`src/rtl/operand_loader.sv`:
```
// ALU input stage: conditions three push-buttons and loads A, B and OP from the switch bus in strict order.
// Optional per-button debouncer enabled by defining OPERAND_LOADER_DEBOUNCE_EN.
module operand_loader #(
   parameter int NBITS           = 8,
   parameter int COD_OP          = 6,
   parameter int DEBOUNCE_CYCLES = 1000000
) (
   input  logic              clk,
   input  logic              reset,
   input  logic [2:0]        pulsador,
   input  logic [NBITS-1:0]  entrada,
   output logic [NBITS-1:0]  operando_A,
   output logic [NBITS-1:0]  operando_B,
   output logic [COD_OP-1:0] cod_operacion,
   output logic              operandos_validos,
   output logic              carga_completa,
   output logic [1:0]        estado
);

   typedef enum logic [1:0] {
      S_WAIT_A  = 2'd0,
      S_WAIT_B  = 2'd1,
      S_WAIT_OP = 2'd2,
      S_DONE    = 2'd3
   } state_t;

   state_t     state, state_nx;
   logic [2:0] sync1, sync2, db, db_q, ld;
   logic       ld_a, ld_b, ld_op;

   always_ff @(posedge clk or posedge reset) begin
      if (reset) begin
         sync1 <= '0;
         sync2 <= '0;
         db_q  <= '0;
      end else begin
         sync1 <= pulsador;
         sync2 <= sync1;
         db_q  <= db;
      end
   end

`ifdef OPERAND_LOADER_DEBOUNCE_EN
   localparam int CW = $clog2(DEBOUNCE_CYCLES);
   logic [2:0][CW-1:0] cnt;

   // db only flips after DEBOUNCE_CYCLES consecutive cycles of disagreement with sync2
   always_ff @(posedge clk or posedge reset) begin
      if (reset) begin
         db  <= '0;
         cnt <= '0;
      end else begin
         for (int i = 0; i < 3; i++) begin
            if (sync2[i] == db[i]) begin
               cnt[i] <= '0;
            end else if (cnt[i] == CW'(DEBOUNCE_CYCLES - 1)) begin
               db[i]  <= ~db[i];
               cnt[i] <= '0;
            end else begin
               cnt[i] <= cnt[i] + CW'(1);
            end
         end
      end
   end
`else
   assign db = sync2;
`endif

   assign ld = db & ~db_q;

   always_comb begin
      state_nx = state;
      ld_a     = 1'b0;
      ld_b     = 1'b0;
      ld_op    = 1'b0;
      case (state)
         S_WAIT_A, S_DONE: if (ld[0]) begin ld_a  = 1'b1; state_nx = S_WAIT_B;  end
         S_WAIT_B:         if (ld[1]) begin ld_b  = 1'b1; state_nx = S_WAIT_OP; end
         S_WAIT_OP:        if (ld[2]) begin ld_op = 1'b1; state_nx = S_DONE;    end
         default:          state_nx = S_WAIT_A;
      endcase
   end

   always_ff @(posedge clk or posedge reset) begin
      if (reset) begin
         state          <= S_WAIT_A;
         operando_A     <= '0;
         operando_B     <= '0;
         cod_operacion  <= '0;
         carga_completa <= 1'b0;
      end else begin
         state          <= state_nx;
         carga_completa <= ld_op;
         if (ld_a)  operando_A    <= entrada;
         if (ld_b)  operando_B    <= entrada;
         if (ld_op) cod_operacion <= entrada[COD_OP-1:0];
      end
   end

   assign operandos_validos = (state == S_DONE);
   assign estado            = state;

endmodule

```
`config.mk`:
```
export PLATFORM = sky130hd
export DESIGN_NAME = operand_loader
export DESIGN_NICKNAME = d
export VERILOG_FILES = /design/src/rtl/operand_loader.sv
export SDC_FILE = /design/constraint.sdc
export NUM_CORES = 1
export LEC_CHECK = 0
export CAP_MARGIN = 20
export CORE_MARGIN = 5
export CORE_UTILIZATION = 45
export DETAILED_ROUTE_END_ITERATION = 12
export PLACE_DENSITY = 0.78
export SLEW_MARGIN = 40
export SYNTH_ARGS = -nofsm -noshare
export SYNTH_HDL_FRONTEND = slang
export SYNTH_SLANG_ARGS = --single-unit
```
`constraint.sdc`:
```
create_clock -name clk -period 1.75 [get_ports clk]
set_clock_uncertainty 0.15 [all_clocks]
set_input_delay 0.2625 -clock clk [delete_from_list [all_inputs] [get_ports clk]]
set_output_delay 0.2625 -clock clk [all_outputs]
set_load 0.02 [all_outputs]
```
Word level (Yosys, flattened, before mapping)
Cells that the tools add are included.
Storage, ports and cells
  bits in registers: 34
  input port bits: 13
  output and inout port bits: 26
  logic and storage cells: 29
Cells by class
  eq/ne operators: 6
  multiplexer cells: 10
  bitwise gates (word level): 2
  reduce and logical (&&, ||, !) cells: 3
Operators by type and width (number)
  2-to-1 mux 1 bit: 6
  2-to-1 mux 2 bit: 3
  inequality test 2 bit, second input constant: 3
  one-hot mux 2 bit (3 select lines): 1
  equality test 2 bit, second input constant: 2
  AND 3 bit: 1
  NOT 3 bit: 1
  AND reduction 3 bit: 1
  equality test 2 x 1 -> 1 bit, second input constant: 1
  logical NOT 2 bit: 1
  OR reduction 2 bit: 1

Logic depth before layout (Yosys ltp)
Gate-level depths: netlist of the first run.
  depth after elaboration: 4
  gate-level depth with buffers: 4
  depth with buffers taken out: 4

Worst setup path after synthesis of the first run
Ideal clock, no wire load.
  path type: reg-to-reg
  start: reg state[0], in the netlist estado[0]
  end: reg operando_A[0]
  data arrival time: 1.506 ns
  data required time: 1.475 ns
  path slack: -0.030 ns
  cell stages (with the launch flop): 5
  buffers on the path: 0
  clock period less this slack: 1.780 ns
  path through: dfrtp_1 > inv_1 > ha_1 > nand3b_1 > mux2_2
Between the ends
  cells in the longest elaborated chain, start to end: 3
  elaborated cells on any way between the ends: 4
  classes of those cells: 1 x eq/ne; 1 x mux; 2 x reduce/logical
Ends and longest elaborated chain
  start: declaration: line 27  | state_t state, state_nx;
  start signal: assignment: line 92  | state <= state_nx;
  equality test 2 bit or logical NOT 2 bit (tied branches): line 76  | case (state)
  OR reduction 2 bit *: line 76
  2-to-1 mux 1 bit *: line 76
  end signal: assignment: line 94  | if (ld_a) operando_A <= entrada;
  end: declaration: line 12  | output logic [NBITS-1:0] operando_A,
Mark *: on every way between the ends. The rest lies on a longest branch, timed or not.
A chain may end at the register's enable or synchronous reset.

Worst setup path after layout of the first run
  start: reg state[0], in the netlist estado[0]
  end: reg state[0], in the netlist estado[0]
Between the ends
  cells in the longest elaborated chain, start to end: 4
  elaborated cells on any way between the ends: 10
  classes of those cells: 6 x eq/ne; 1 x mux; 3 x reduce/logical
Ends and longest elaborated chain (line)
  equality test 2 bit or logical NOT 2 bit (tied branches): 76
  OR reduction 2 bit: 76
  inequality test 2 bit (no source line)
  AND reduction 3 bit (no source line)
Several ways; a longest one is shown, not always the timed one.

==> metrics.txt, run 1 <==
H-Tree Depth=2; Crit. End Element=flop; final instance area=0.00183 mm2; clock sink total=34; worst vdd ir=0.00126 V; fmax=577 MHz; num ports=39; initial antenna violation count=0; PD cells=1740 mW/mm2; DRT iter0 DRCs=25; mapped cell area=0.00125 mm2; worst skew pair latency=0.33 ns; peak per-stage delay on the critical path=0.45 ns; total wire length=2620 um; layout cell share with drive strength beyond 1=0.310; synthesized instance count=75; largest net degree at the start of global routing=35; DP Wirelength=1840 um; CTS tree=done; Cell Area, Placed=0.00171 mm2; critical path data arrival time=1.82 ns; setup slack at placement=0.0769 ns; CP required=1.84 ns; Crit path buffers/inverters=1; hold buffer count at cts=0; first-pass GRT wire length=4390 um; CP cell instances=inv_1 > ha_4 > a222oi_1 > mux2i_1; Pleak=0.944 nW; outcome=finished, final reports clean; Critical Path Slowest Stage Cell=dfrtp_2; CTS max path bufs=2; hold slack final=0.166 ns; setup violators final=0; Synth area leader=dfrtp_1; post-synth cell types=12; average wire per standard cell=16.7 um; nets=142; commonest cells after routing, fill and taps aside=dfrtp_1 (33), mux2_2 (22), dlymetal6s2s_1 (16); synth-to-layout area growth=46.2%; # diodes=0; core area=0.00271 mm2; PortBufs=38; Hold Fails Final Rpt=0; row count=19; post-layout min period=1.73 ns; clock root buffer=clkbuf_4; synthesis warning total=0; fill count=191; Die Y=62.8 um; ANT nets after route=0; fin cells=157; Initial Util=0.462; worst min path class=in2async; final cell utilization of the core=0.675; Top delay family on crit path=flip-flops; Placed Cells incl. Taps=149; Clock transition at path regs=0.10 ns; Vias per Instance=5.04; Rel. slew slack=0.722; max-cap violation count=0; critical path startpoint category=flop; Total Die Area=0.00394 mm2; Pre-Repair DR Iteration Count=4; Mapped Nets=92; routed via count=791; drt drc=0; Overall Global Routing Usage=0.144; Die W=62.8 um; total grt overflow=0; Setup TNS=0 ns; commonest non-fill, non-tap cell in the layout=dfrtp_1; syn_area_per_cell=16.7 um2; Tightest Pin Transition=0.418 ns; Final Cycle Share=0.991; Synth Register Bits=34; fin. max-slew vios=0; GP Congestion=0.676; CP max FO=5; Seq/Total Area, Yosys=0.679; Pwr Total=3.19 mW; vias in the first global route=884; WS Path Type=reg2reg; Synth top area share=0.679; setup ws final=0.0157 ns; TritonCTS Buffers=5; synth top area cells=dfrtp_1 (68%), mux2_2 (20%), ha_1 (4.0%), nand2b_1 (1.5%), inv_1 (1.2%)
-- layer usage --
metal	GRT usage	part of all wire
met5	0	0
met4	0.0637	0.018
met3	0.0845	0.12
met2	0.199	0.46
met1	0.180	0.41
-- where the power goes --
group          switching (mW)  internal, mW
Sequential              0.160          1.08
Clock                   0.263         0.193
Combinational           0.731         0.762
-- worst min-delay path: stages --
cell and delay (ns):
clkdlybuf4s50_1 0.40, inv_1 0.05, buf_4 0.37
-- final cells by class --
type	instances	area (um2)	share of cell area
multi-input cells	37	410	0.224
clock inverters	2	12.5	0.00684
well taps	31	38.8	0.0212
inverters	4	15.0	0.00820
flip-flops and latches	34	852	0.465
repair buffers	43	450	0.246
clock buffers	6	51.3	0.0280
-- path summary, 6_finish.rpt --
path | start | to | slack [ns] | depth (start not counted)
worst min-delay path | reset | db[2] | 0.17 | 3
max in group asynchronous | reset | estado[0] | 0.96 | 3
min in group clk | sync1[1] | db[1] | 0.21 | 0
worst max-delay path | estado[0] | estado[0] | 0.02 | 4
worst min register to register | sync1[1] | db[1] | 0.21 | 0
worst max register to register | estado[0] | estado[0] | 0.02 | 4
-- cells in the mapped netlist --
library cell / n
ha_1: 4
a222oi_1: 1
a221oi_1: 1
a221o_1: 1
inv_1: 4
o21ai_0: 1
nand3b_2: 1
nand2b_1: 3
nand3b_1: 2
mux2i_1: 1
mux2_2: 22
dfrtp_1: 34
-- repair_timing --
action                     4_1_cts  5_1_grt
gates resized for setup          7       20
buffers inserted                 0        0
cloned                           0        0
setup endpoints to repair        7       21
pin swaps                        0        0
hold endpoints to repair         0        0
-- flip-flops by register name (all words and copies together) (netlist names) --
signal / flops
operando_A: 8
operando_B: 8
cod_operacion: 6
db: 3
db_q: 3
sync1: 3
estado: 2
carga_completa: 1
-- kinds of logic (layout without fill, tap and decap cells) --
family | count (synthesis) | after routing | synth area share
AO/OA/AOI/OAI | 4 | 4 | 0.0270
adder cells (fa/ha/maj) | 4 | 4 | 0.0400
buffers and inverters | 4 | 55 | 0.0120
flip-flops | 34 | 34 | 0.679
multiplexers | 23 | 23 | 0.206
AND/OR/NAND/NOR | 6 | 6 | 0.0360
Note: power is estimated with default switching activity, not from simulation.
==> run 2: changes to the inputs <==
PLACE_DENSITY = 0.86   (was 0.78)
==> run 2 against run 1 <==
  * Register-to-register slack improved by 0.04 ns
  * Worst hold slack improved by 0.027 ns
  * Highest routed layer unchanged
  * Critical endpoint unchanged
  * Critical path depth unchanged
  * Die area is the same
==> metrics.txt, run 2 (synthesis results as in run 1) <==
outcome=finished, final reports clean; DRT iter0 DRCs=31; Top delay family on crit path=compound AO/OA/AOI/OAI gates; Rel. slew slack=0.726; peak per-stage delay on the critical path=0.44 ns; Initial Util=0.462; first-pass GRT wire length=4620 um; worst min path class=in2reg; Crit. End Element=flop; ANT nets after route=0; Top Metal Used=met4; DP Wirelength=1980 um; fin. max-slew vios=0; M1 WL=1090 um; setup violators final=0; largest net degree at the start of global routing=14; max-cap violation count=0; Overall Global Routing Usage=0.158; Sw Ratio=0.371; fmax=590 MHz; CP max FO=5; worst skew pair latency=0.35 ns; core area=0.00271 mm2; num ports=39; layout cell share with drive strength beyond 1=0.291; Clock Power Share=0.149; synth-to-layout area growth=44.1%; Total Die Area=0.00394 mm2; Clock transition at path regs=0.11 ns; commonest cells after routing, fill and taps aside=dfrtp_1 (33), mux2_2 (22), clkdlybuf4s50_1 (13), dlygate4sd2_1 (13), dlymetal6s2s_1 (11); Final Cycle Share=0.968; # diodes=0; Pre-Repair DR Iteration Count=4; average wire per standard cell=17.4 um; Die W=62.8 um; Pleak=0.914 nW; CTS tree=done; CP cell instances=inv_1 > ha_1 > a222oi_1 > mux2i_1; hold slack final=0.194 ns; multi-input logic area=395 um2; vias in the first global route=909; sequential cell area=852 um2; critical path startpoint category=flop; clock sink total=34; Logic pwr share=0.452; Vias per Instance=5.15; final cell utilization of the core=0.666; H-Tree Depth=2; total wire length=2760 um; row count=19; fill count=207; TritonCTS Buffers=5; PD cells=1730 mW/mm2; total grt overflow=0; nets=143; PortBufs=38; top flop regs=operando_A x8, operando_B x8, cod_operacion x6; met2 wire length=1430 um; GP Congestion=0.684; CTS max path bufs=2; Flop pwr share=0.399; CP required=1.87 ns; Crit path buffers/inverters=1; drt drc=0; setup slack at placement=0.0512 ns; Critical Path Slowest Stage Cell=a222oi_1; commonest non-fill, non-tap cell in the layout=dfrtp_1; Pint=1.96 mW; WS Path Type=reg2reg; clock root buffer=clkbuf_4; setup ws final=0.0552 ns; worst vdd ir=0.00144 V; Reg2Reg Setup Slack=0.06 ns; Tightest Pin Transition=0.411 ns; Met3 Routed Length=178 um; routed via count=813; post-layout min period=1.69 ns; Psw=1.15 mW; Hold Fails Final Rpt=0; critical path data arrival time=1.81 ns; initial antenna violation count=0; Die Y=62.8 um
run 2: cell count changes in the layout (fill, tap and decap cells not counted), sizes merged:
| cell | delta |
|---|---|
| dlygate4sd2 | +7 |
| dlygate4sd3 | +1 |
| dlymetal6s2s | -5 |
| clkdlybuf4s50 | -2 |
run 2: timing repair:
item / in CTS / in global routing
resized for setup: 14 / 13
hold endpoints to repair: 2 / 0
setup buffers: 0 / 1
pin swaps: 0 / 1
setup endpoints to repair: 14 / 23
hold buffers: 1 / 0
run 2: final timing paths:
kind                             startpoint              to  cells after the start
min in group asynchronous             reset         db_q[2]                      3
worst max-delay path              estado[0]       estado[0]                      4
worst max register to register    estado[0]       estado[0]                      4
worst min register to register     sync1[2]           db[2]                      0
max in group asynchronous             reset  carga_completa                      4
worst min-delay path            pulsador[2]        sync1[2]                      1
run 2: stage by stage:
step                instance area [um2]  total power [mW]  std cells  setup TNS [ns]
floorplan                          1250              2.04         75               0
global placement                   1700              2.75        148               0
detailed placement                 1700              2.80        148               0
CTS                                1760              3.16        157               0
global route                       1800              3.31        158         -0.0370
finish                             1800              3.11        158               0
run 2: layer usage:
layer,global-route usage,vias up
met5,0,-
met4,0.0796,0
met3,0.0647,5
met2,0.254,28
met1,0.180,410
li1,-,370
run 2: final cells by class:
class,instances,area share
sequential,34,0.472
timing repair buffer,44,0.243
multi-input combinational,37,0.219
clock buffer,6,0.0284
tap,31,0.0215
inverter,4,0.00832
clock inverter,2,0.00693
run 2: power groups by stage:
stage                     combinational (mW)  sequential [mW]  clock, mW
after floorplan                        0.449             1.59          0
after global placement                  1.51             1.24          0
after detailed placement                1.54             1.27          0
after CTS                               1.43             1.25      0.477
after global routing                    1.51             1.29      0.516
final                                   1.41             1.24      0.463
==> run 3: changes to the inputs <==
CORE_ASPECT_RATIO = 0.9   (was not set)
TNS_END_PERCENT = 10   (was not set)
==> run 3 against run 2 <==
  * Total power rose by 1.3%
  * Cell area increased by 0.35%
  * Final cell count shrank 3.2%
  * Combinational power increased by 4%
  * Clock-buffer cell count is the same
  * Sequential share of layout area is 0.16 points lower
  * Die area hardly changed
  * First-iteration DRC count decreased by 45%
  * Worst hold slack worse by 0.070 ns
==> metrics.txt, run 3 (synthesis results as in run 1) <==
Setup TNS=0 ns; synth-to-layout area growth=44.6%; total wire length=2590 um; crit path from=cod_operacion[0]; worst min path class=in2async; GP Congestion=0.782; nets=139; Vias per Instance=5.14; CP cell instances=clkdlybuf4s50_1; peak per-stage delay on the critical path=0.61 ns; Clock transition at path regs=0.10 ns; Reg2Reg Setup Slack=0.07 ns; outcome=finished, final reports clean; drt drc=0; initial antenna violation count=0; sequential cell area=852 um2; Reg2Reg Launch Point=estado[0]; met2 usage=0.240; post-layout min period=1.70 ns; FF-to-FF path depth=5; M3 GR Usage=0.0489; DP Wirelength=1850 um; clock root buffer=clkbuf_4; num ports=39; fin cells=153; FF-to-FF End=operando_A[7]; Pwr Total=3.15 mW; M1 GR Usage=0.155; RSZ-0062 raised after global routing=yes; max-cap violation count=0; average wire per standard cell=16.9 um; row count=18; multi-input logic area=387 um2; vias in the first global route=910; fmax=587 MHz; largest net degree at the start of global routing=35; # diodes=0; critical path data arrival time=1.29 ns; setup bufs post-CTS=0; Overall Global Routing Usage=0.142; worst vdd ir=0.00119 V; H-Tree Depth=2; top flop regs=operando_A x8, operando_B x8, cod_operacion x6; Die W=65.6 um; commonest non-fill, non-tap cell in the layout=dfrtp_1; Hold Fails Final Rpt=0; first-pass GRT wire length=4000 um; CP max FO=2; Top delay family on crit path=buffers and inverters; Placed Cells incl. Taps=145; Crit path buffers/inverters=1; GR peak layer=met2; Rel. slew slack=0.760; hold slack final=0.124 ns; Tightest Pin Transition=0.359 ns; Crit. End Element=output port; Pre-Repair DR Iteration Count=4; setup slack at placement=0.0647 ns; routed via count=786; DRT iter0 DRCs=17; setup ws final=0.0457 ns; CTS max path bufs=2; core area=0.00270 mm2; critical path startpoint category=flop; WS Path Type=reg2out; Critical Path Slowest Stage Cell=clkdlybuf4s50_1; ANT nets after route=0; Total Die Area=0.00394 mm2; PortBufs=38; setup violators final=0; hold buffer count at cts=0; Die Y=60.1 um; TritonCTS Buffers=5; CP required=1.34 ns; clock sink total=34; fin. max-slew vios=0; total grt overflow=0; layout cell share with drive strength beyond 1=0.276; worst skew pair latency=0.32 ns; Final Cycle Share=0.974; commonest cells after routing, fill and taps aside=dfrtp_1 (33), mux2_2 (22), dlymetal6s2s_1 (19); Initial Util=0.463; PD cells=1740 mW/mm2; CTS tree=done; Pleak=0.949 nW; fill count=198; Levels on crit path=1
## run 3: layout make-up
cell class	count	share of cell area
clock inverter	2	0.00691
clock buffer	6	0.0283
multi-input combinational	37	0.214
inverter	4	0.00829
tap	30	0.0207
sequential	34	0.471
timing repair buffer	40	0.252
## run 3: layer usage
metal | vias up | routed length (um)
met4 | 0 | 47
li1 | 363 | -
met2 | 27 | 1390
met5 | - | 0
met3 | 5 | 165
met1 | 391 | 991
## run 3: timing repair
| item | CTS | global route |
|---|---|---|
| cloned | 0 | 0 |
| endpoints found under the setup margin | 4 | 28 |
| resized for setup | 4 | 21 |
## run 3: metrics by stage
stage               cell area [um2]  utilization
floorplan                      1250            -
detailed placement             1700        0.629
CTS                            1760        0.650
global placement               1700        0.629
global route                   1810        0.670
finish                         1810        0.670
## run 3: where the power goes
group,internal [mW],switching (mW)
Combinational,0.749,0.720
Sequential,1.08,0.157
Clock,0.193,0.255
Total,2.02,1.13
## run 3: how the worst max path moves through the flow
stage	to
6_report	cod_operacion[0]
4_1_cts	cod_operacion[2]
5_1_grt	cod_operacion[3]
3_3_place_gp	operando_A[1]
3_5_place_dp	operando_A[7]
2_1_floorplan	operando_A[0]
